## config.mk

```make
export PLATFORM = sky130hd
export DESIGN_NAME = accum_ctrl
export DESIGN_NICKNAME = d
export VERILOG_FILES = /design/src/rtl/accum_ctrl_pkg.sv /design/src/rtl/accum_core.sv /design/src/rtl/accum_ctrl.sv
export SDC_FILE = /design/constraint.sdc
export NUM_CORES = 1
export LEC_CHECK = 0
export ABC_CLOCK_PERIOD_IN_PS = 2800
export CAP_MARGIN = 20
export CORE_AREA = 2 2 99 139
export CTS_CLUSTER_SIZE = 12
export DETAILED_ROUTE_END_ITERATION = 8
export DIE_AREA = 0 0 101 141
export HOLD_SLACK_MARGIN = 0.03
export PLACE_DENSITY = 0.47
export SYNTH_ARGS = -nofsm -noshare
export SYNTH_HDL_FRONTEND = slang
export SYNTH_SLANG_ARGS = --single-unit
export TNS_END_PERCENT = 30
```

## constraint.sdc

```tcl
create_clock -name clk -period 2.8 [get_ports clk]
set_input_delay 0.56 -clock clk [delete_from_list [all_inputs] [get_ports clk]]
set_output_delay 0.56 -clock clk [all_outputs]
set_load 0.01 [all_outputs]
```

## src/rtl/accum_ctrl_pkg.sv

```systemverilog
// Shared widths and FSM state encoding for the windowed accumulator.
// Latency: n/a (declarations only).
// Backpressure: n/a (declarations only).
package accum_ctrl_pkg;

  localparam int DATA_W_DEF = 13;
  localparam int SUM_W_DEF  = 21;
  localparam int CNT_W_DEF  = 12;

  typedef enum logic [1:0] {
    ST_IDLE  = 2'd0,
    ST_CLEAR = 2'd1,
    ST_ACCUM = 2'd2,
    ST_DONE  = 2'd3
  } state_e;

endpackage

```

## src/rtl/accum_core.sv

```systemverilog
// Registered saturating accumulator with synchronous clear and sticky overflow.
// Latency: 1 cycle from en_i/clr_i to acc_o/ovf_o.
// Backpressure: none; the caller decides when en_i is asserted.
module accum_core
  import accum_ctrl_pkg::*;
#(
  parameter int DATA_W = DATA_W_DEF,
  parameter int SUM_W  = SUM_W_DEF
) (
  input  logic              clk,
  input  logic              rst,
  input  logic              clr_i,
  input  logic              en_i,
  input  logic [DATA_W-1:0] data_i,
  output logic [SUM_W-1:0]  acc_o,
  output logic              ovf_o
);

  // One extra bit above the wider operand holds the true sum so a carry out is visible.
  localparam int EXT_W = ((SUM_W > DATA_W) ? SUM_W : DATA_W) + 1;
  localparam logic [EXT_W-1:0] MAX_EXT = {{(EXT_W-SUM_W){1'b0}}, {SUM_W{1'b1}}};

  logic [SUM_W-1:0] acc_q, acc_d;
  logic             ovf_q, ovf_d;
  logic [EXT_W-1:0] sum_ext;

  // Next-state: clear wins over enable; an add past full scale clamps and latches overflow.
  always_comb begin
    sum_ext = EXT_W'(acc_q) + EXT_W'(data_i);
    acc_d   = acc_q;
    ovf_d   = ovf_q;
    if (clr_i) begin
      acc_d = '0;
      ovf_d = 1'b0;
    end else if (en_i) begin
      if (sum_ext > MAX_EXT) begin
        acc_d = '1;
        ovf_d = 1'b1;
      end else begin
        acc_d = sum_ext[SUM_W-1:0];
      end
    end
  end

  // Accumulator and overflow registers.
  always_ff @(posedge clk) begin
    if (rst) begin
      acc_q <= '0;
      ovf_q <= 1'b0;
    end else begin
      acc_q <= acc_d;
      ovf_q <= ovf_d;
    end
  end

  assign acc_o = acc_q;
  assign ovf_o = ovf_q;

endmodule

```

## src/rtl/accum_ctrl.sv

```systemverilog
// Windowed accumulator: sums N accepted samples and publishes a saturated result.
// Latency: sum_valid pulses 2 cycles after the edge that accepts the last sample.
// Backpressure: in_ready only in ACCUM; abort drops the window, no result.
module accum_ctrl
  import accum_ctrl_pkg::*;
#(
  parameter int DATA_W = DATA_W_DEF,
  parameter int SUM_W  = SUM_W_DEF,
  parameter int CNT_W  = CNT_W_DEF
) (
  input  logic              clk,
  input  logic              rst,
  input  logic              start,
  input  logic [CNT_W-1:0]  len,
  input  logic              abort,
  input  logic              in_valid,
  output logic              in_ready,
  input  logic [DATA_W-1:0] in_data,
  output logic [SUM_W-1:0]  sum,
  output logic              sum_valid,
  output logic              busy,
  output logic              overflow
);

  state_e           state_q;
  logic [CNT_W-1:0] cnt_q, cnt_d;
  logic             in_ready_q;
  logic             busy_q;
  logic             sum_valid_q;
  logic             ovf_q;
  logic [SUM_W-1:0] sum_q;

  logic             accept;
  logic             last_sample;
  logic             core_clr;
  logic             core_en;
  logic [SUM_W-1:0] acc;
  logic             acc_ovf;

  // len=0 loads 0; the count wraps through all-ones, so "count==1" still marks
  // the 2^CNT_W-th sample without a wider counter.
  assign accept      = in_ready_q & in_valid;
  assign last_sample = (cnt_q == CNT_W'(1));
  assign cnt_d       = cnt_q - CNT_W'(1);
  assign core_clr    = (state_q == ST_CLEAR);
  assign core_en     = accept & ~abort;

  accum_core #(
    .DATA_W (DATA_W),
    .SUM_W  (SUM_W)
  ) u_core (
    .clk    (clk),
    .rst    (rst),
    .clr_i  (core_clr),
    .en_i   (core_en),
    .data_i (in_data),
    .acc_o  (acc),
    .ovf_o  (acc_ovf)
  );

  // Window FSM with registered handshake/status outputs and result registers.
  always_ff @(posedge clk) begin
    if (rst) begin
      state_q     <= ST_IDLE;
      cnt_q       <= '0;
      in_ready_q  <= 1'b0;
      busy_q      <= 1'b0;
      sum_valid_q <= 1'b0;
      sum_q       <= '0;
      ovf_q       <= 1'b0;
    end else begin
      sum_valid_q <= 1'b0;
      case (state_q)
        ST_IDLE: begin
          if (start) begin
            cnt_q   <= len;
            busy_q  <= 1'b1;
            state_q <= ST_CLEAR;
          end
        end
        ST_CLEAR: begin
          if (abort) begin
            busy_q  <= 1'b0;
            state_q <= ST_IDLE;
          end else begin
            in_ready_q <= 1'b1;
            state_q    <= ST_ACCUM;
          end
        end
        ST_ACCUM: begin
          if (abort) begin
            in_ready_q <= 1'b0;
            busy_q     <= 1'b0;
            state_q    <= ST_IDLE;
          end else if (accept) begin
            cnt_q <= cnt_d;
            if (last_sample) begin
              in_ready_q <= 1'b0;
              state_q    <= ST_DONE;
            end
          end
        end
        ST_DONE: begin
          sum_q       <= acc;
          ovf_q       <= acc_ovf;
          sum_valid_q <= 1'b1;
          busy_q      <= 1'b0;
          state_q     <= ST_IDLE;
        end
        default: begin
          in_ready_q <= 1'b0;
          busy_q     <= 1'b0;
          state_q    <= ST_IDLE;
        end
      endcase
    end
  end

  assign in_ready  = in_ready_q;
  assign busy      = busy_q;
  assign sum_valid = sum_valid_q;
  assign sum       = sum_q;
  assign overflow  = ovf_q;

endmodule

```

==> flow_summary_export.csv <==
group,metric,value,unit
detailed_routing,via_count,2925,
logic_synthesis,synth-warning-count,0,
logic_synthesis,synthArstFlopShare,0,
placement,io_buffers,54,
logic_synthesis,yosysTopAreaCell,"dfxtp_1",
logic_synthesis,synth_top_area_share,0.382,
pwr,p_leak,0.00160,µW
logic_synthesis,postSynthAreaPerCell,8.35,µm²
cts,cts_tree,"built",
logic_synthesis,synth_nets,433,
pwr,irDropWorstVdd,0.000286,V
timing,max_freq,398,MHz
timing,holdWs,0.487,ns
cts,cts.sinks,61,
floorplan,rows,50,
floorplan,die_h,141,µm
grt,grt_max_degree,40,
worst_setup_path,cp.arrival,2.78,ns
worst_setup_path,worstPathMaxFanout,5,
worst_setup_path,r2r_cells,10,
timing,slew_headroom,0.600,
cells_and_area,layout-drive-gt1-share,0.0927,
grt,grt_usage,0.125,
detailed_routing,drcViolationCount,0,
cells_and_area,fillers,1386,
logic_synthesis,synthTopCellsByArea,"dfxtp_1, ha_1, a21oi_1",
cts,ctsResizeCount,0,
worst_setup_path,required,3.07,ns
cts,cts.clk_slew.worst_paths,0.05,ns
cts,cts_made_buffers,9,
worst_setup_path,critPathLaunch,"in_data[0]",
logic_synthesis,seq_area_frac_synth,0.382,
cts,clk_path_buf_depth,2,
logic_synthesis,synth_enable_flop_cells,0,
cts,post_cts_buffers,0,
timing,worst_pin_slew,0.595,ns
worst_setup_path,crit_top_cell,"a21oi_1",
worst_setup_path,endpoint,"u_core.acc_o[18]",
worst_setup_path,crit_cells,11,
detailed_routing,routed_wl,8440,µm
worst_setup_path,cp-end-kind,"flip-flop",
cells_and_area,area_growth,36.3,%
worst_setup_path,path_buf_inv,2,
grt,grt_pass1_vias,2945,
worst_setup_path,cp-start-kind,"primary input",
placement,hpwl,6150,µm
timing,hold_viol,0,
logic_synthesis,synth_cells,383,
worst_setup_path,r2r_start,"u_core.acc_o[0]",
logic_synthesis,synthFlopType,"dfxtp_1",
worst_setup_path,slowest_stage,"clkdlybuf4s50_1",
cts,cts_max_level,3,
cts,ctsHoldBuffers,0,
logic_synthesis,synthesis.area,0.00320,mm²
worst_setup_path,worst_path_largest_cell_delay,0.46,ns
cts,clk_latency,0.33,ns
floorplan,initial_utilization,0.243,
cells_and_area,diodes,0,
cts,cts_root_buf,"clkbuf_16",
grt,gr-total-overflow,0,
timing,post-route-period-util,0.897,
floorplan,ioPinCount,55,
timing,setup_tns,0,ns
min_path,hold_class,"flip-flop to flip-flop",
logic_synthesis,synth-seq-cells,61,
cells_and_area,final_nets,498,
worst_setup_path,crit_family,"adder cells",
worst_setup_path,critPathKind,"primary input to flip-flop",
worst_setup_path,ff2ff_setup_slack,0.61,ns
timing,skew,0.00531,ns
timing,rsz0062_at_grt,"false",
floorplan,dieArea,0.0142,mm²
detailed_routing,routedWlPerCell,13.9,µm
pwr,power_density,593,mW/mm²
detailed_routing,first_iter_violations,126,
timing,drv_slew,0,
detailed_routing,drt-vias-per-instance,4.80,
timing,setup_violations,0,
timing,fin_crit,2.51,ns
detailed_routing,firstDrtPassIters,4,
grt,antenna_found_initial,0,
floorplan,dieWidth,101,µm
floorplan,core_area,0.0131,mm²
job,maxCapViolCount,0,
run_status,status,"finished clean",
detailed_routing,final_antenna_net_count,0,
logic_synthesis,synth.distinct_cells,52,
worst_setup_path,path_cells,"clkdlybuf4s50_1 > ha_1 > inv_1 > fa_1 > nand2b_1 > a21oi_1 > o211ai_1 > nand3_1 > nand4_1 > xor2_1 > a21oi_1",
worst_setup_path,timing.rr.end,"u_core.acc_o[18]",
placement,gp_congestion,0.813,
grt,grt_pass1_wl,14200,µm
==> state kept, by name, summed over array words and instances (netlist names) <==
signal        count
busy              1
u_core.ovf_o      1
sum_valid         1
overflow          1
in_ready          1
cnt_q            12
state_q           2
sum              21
u_core.acc_o     21
==> cells in the mapped netlist, drive strengths merged (5+ instances only) <==
| cell | number |
|---|---|
| nor3 | 5 |
| nand4 | 7 |
| and2 | 5 |
| buf | 5 |
| xor2 | 9 |
| dfxtp | 61 |
| nand2 | 32 |
| o21ai | 31 |
| a21o | 5 |
| a21oi | 44 |
| mux2i | 22 |
| nor2 | 43 |
| ha | 19 |
| inv | 12 |
| clkbuf | 13 |
| a211oi | 8 |
| nand3 | 8 |
==> per-stage QoR <==
stage | area [µm²] | cells | utilization | worst slack, ns | power [µW]
after detailed placement | 4010 | 593 | 0.305 | -0.0684 | 1300
after floorplan | 3200 | 383 | - | 0.601 | 1170
after CTS | 4360 | 609 | 0.332 | 0.280 | 2620
after global routing | 4360 | 609 | 0.332 | 0.0742 | 2700
after global placement | 4010 | 593 | 0.305 | 0.00684 | 1300
final | 4360 | 609 | 0.332 | 0.289 | 2590
==> placed cells by master (no fill, tap or decap), types with 3 or more instances in the layout <==
cell	n
a21oi_1	44
and2_1	4
nand2b_1	4
a31oi_1	4
dfxtp_1	61
o21ai_1	6
a22oi_1	4
xor2_1	9
ha_1	19
o21ai_0	24
nor3_1	4
clkbuf_16	9
nor2_1	42
o22ai_1	3
mux2i_1	22
xnor2_1	4
nand2_1	32
bufinv_16	3
nand3_1	8
nand4_1	7
nor4_1	3
a211oi_1	8
a21o_1	5
buf_4	17
clkdlybuf4s50_1	54
inv_1	12
nor2b_1	4
==> tightest hold or removal path, delay by kind of cell, from the launching register on <==
kind | cells | cell delay, ns
multiplexers | 1 | 0.06
AND/OR/NAND/NOR | 1 | 0.07
flip-flops | 1 | 0.32
==> layout make-up <==
class / instances / area [µm²] / area share
multi-input combinational: 291 / 1860 / 0.426
sequential: 61 / 1220 / 0.280
timing repair buffer: 72 / 688 / 0.158
clock buffer: 10 / 239 / 0.0548
tap: 156 / 195 / 0.0448
clock inverter: 6 / 110 / 0.0253
inverter: 13 / 48.8 / 0.0112
==> layer usage <==
metal,global-route usage,share of wire,routed length (µm),vias up
li1,-,-,-,1502
met1,0.149,0.44,3740,1353
met2,0.210,0.49,4170,55
met3,0.0297,0.042,353,15
met4,0.0597,0.021,177,0
met5,0,0,0,-
==> power breakdown <==
part	leakage (µW)	switching, µW	internal, µW
Sequential	0.000495	34.4	904
Combinational	0.000936	187	157
Clock	0.000165	414	891
==> how the worst min path moves through the flow <==
stage	startpoint	end	slack, ns	depth (start not counted)
final	sum[19]	sum[19]	0.49	2
after global routing	sum[17]	sum[17]	0.52	2
after CTS	sum[19]	sum[19]	0.49	2
after detailed placement	sum[19]	sum[19]	0.48	2
after global placement	u_core.ovf_o	u_core.ovf_o	0.46	2
after floorplan	u_core.ovf_o	u_core.ovf_o	0.44	2
==> kinds of logic (layout without fill, tap and decap cells) <==
family          after synthesis  count (layout)  share of synthesized area
simple gates                123             123                      0.187
flops                        61              61                      0.382
buf+inv                      31             101                     0.0372
compound gates              112             112                      0.206
fa+ha+maj                    20              20                     0.0806
xor+xnor                     13              13                     0.0356
mux                          23              23                     0.0724
Power figures use the tool's default switching activity.
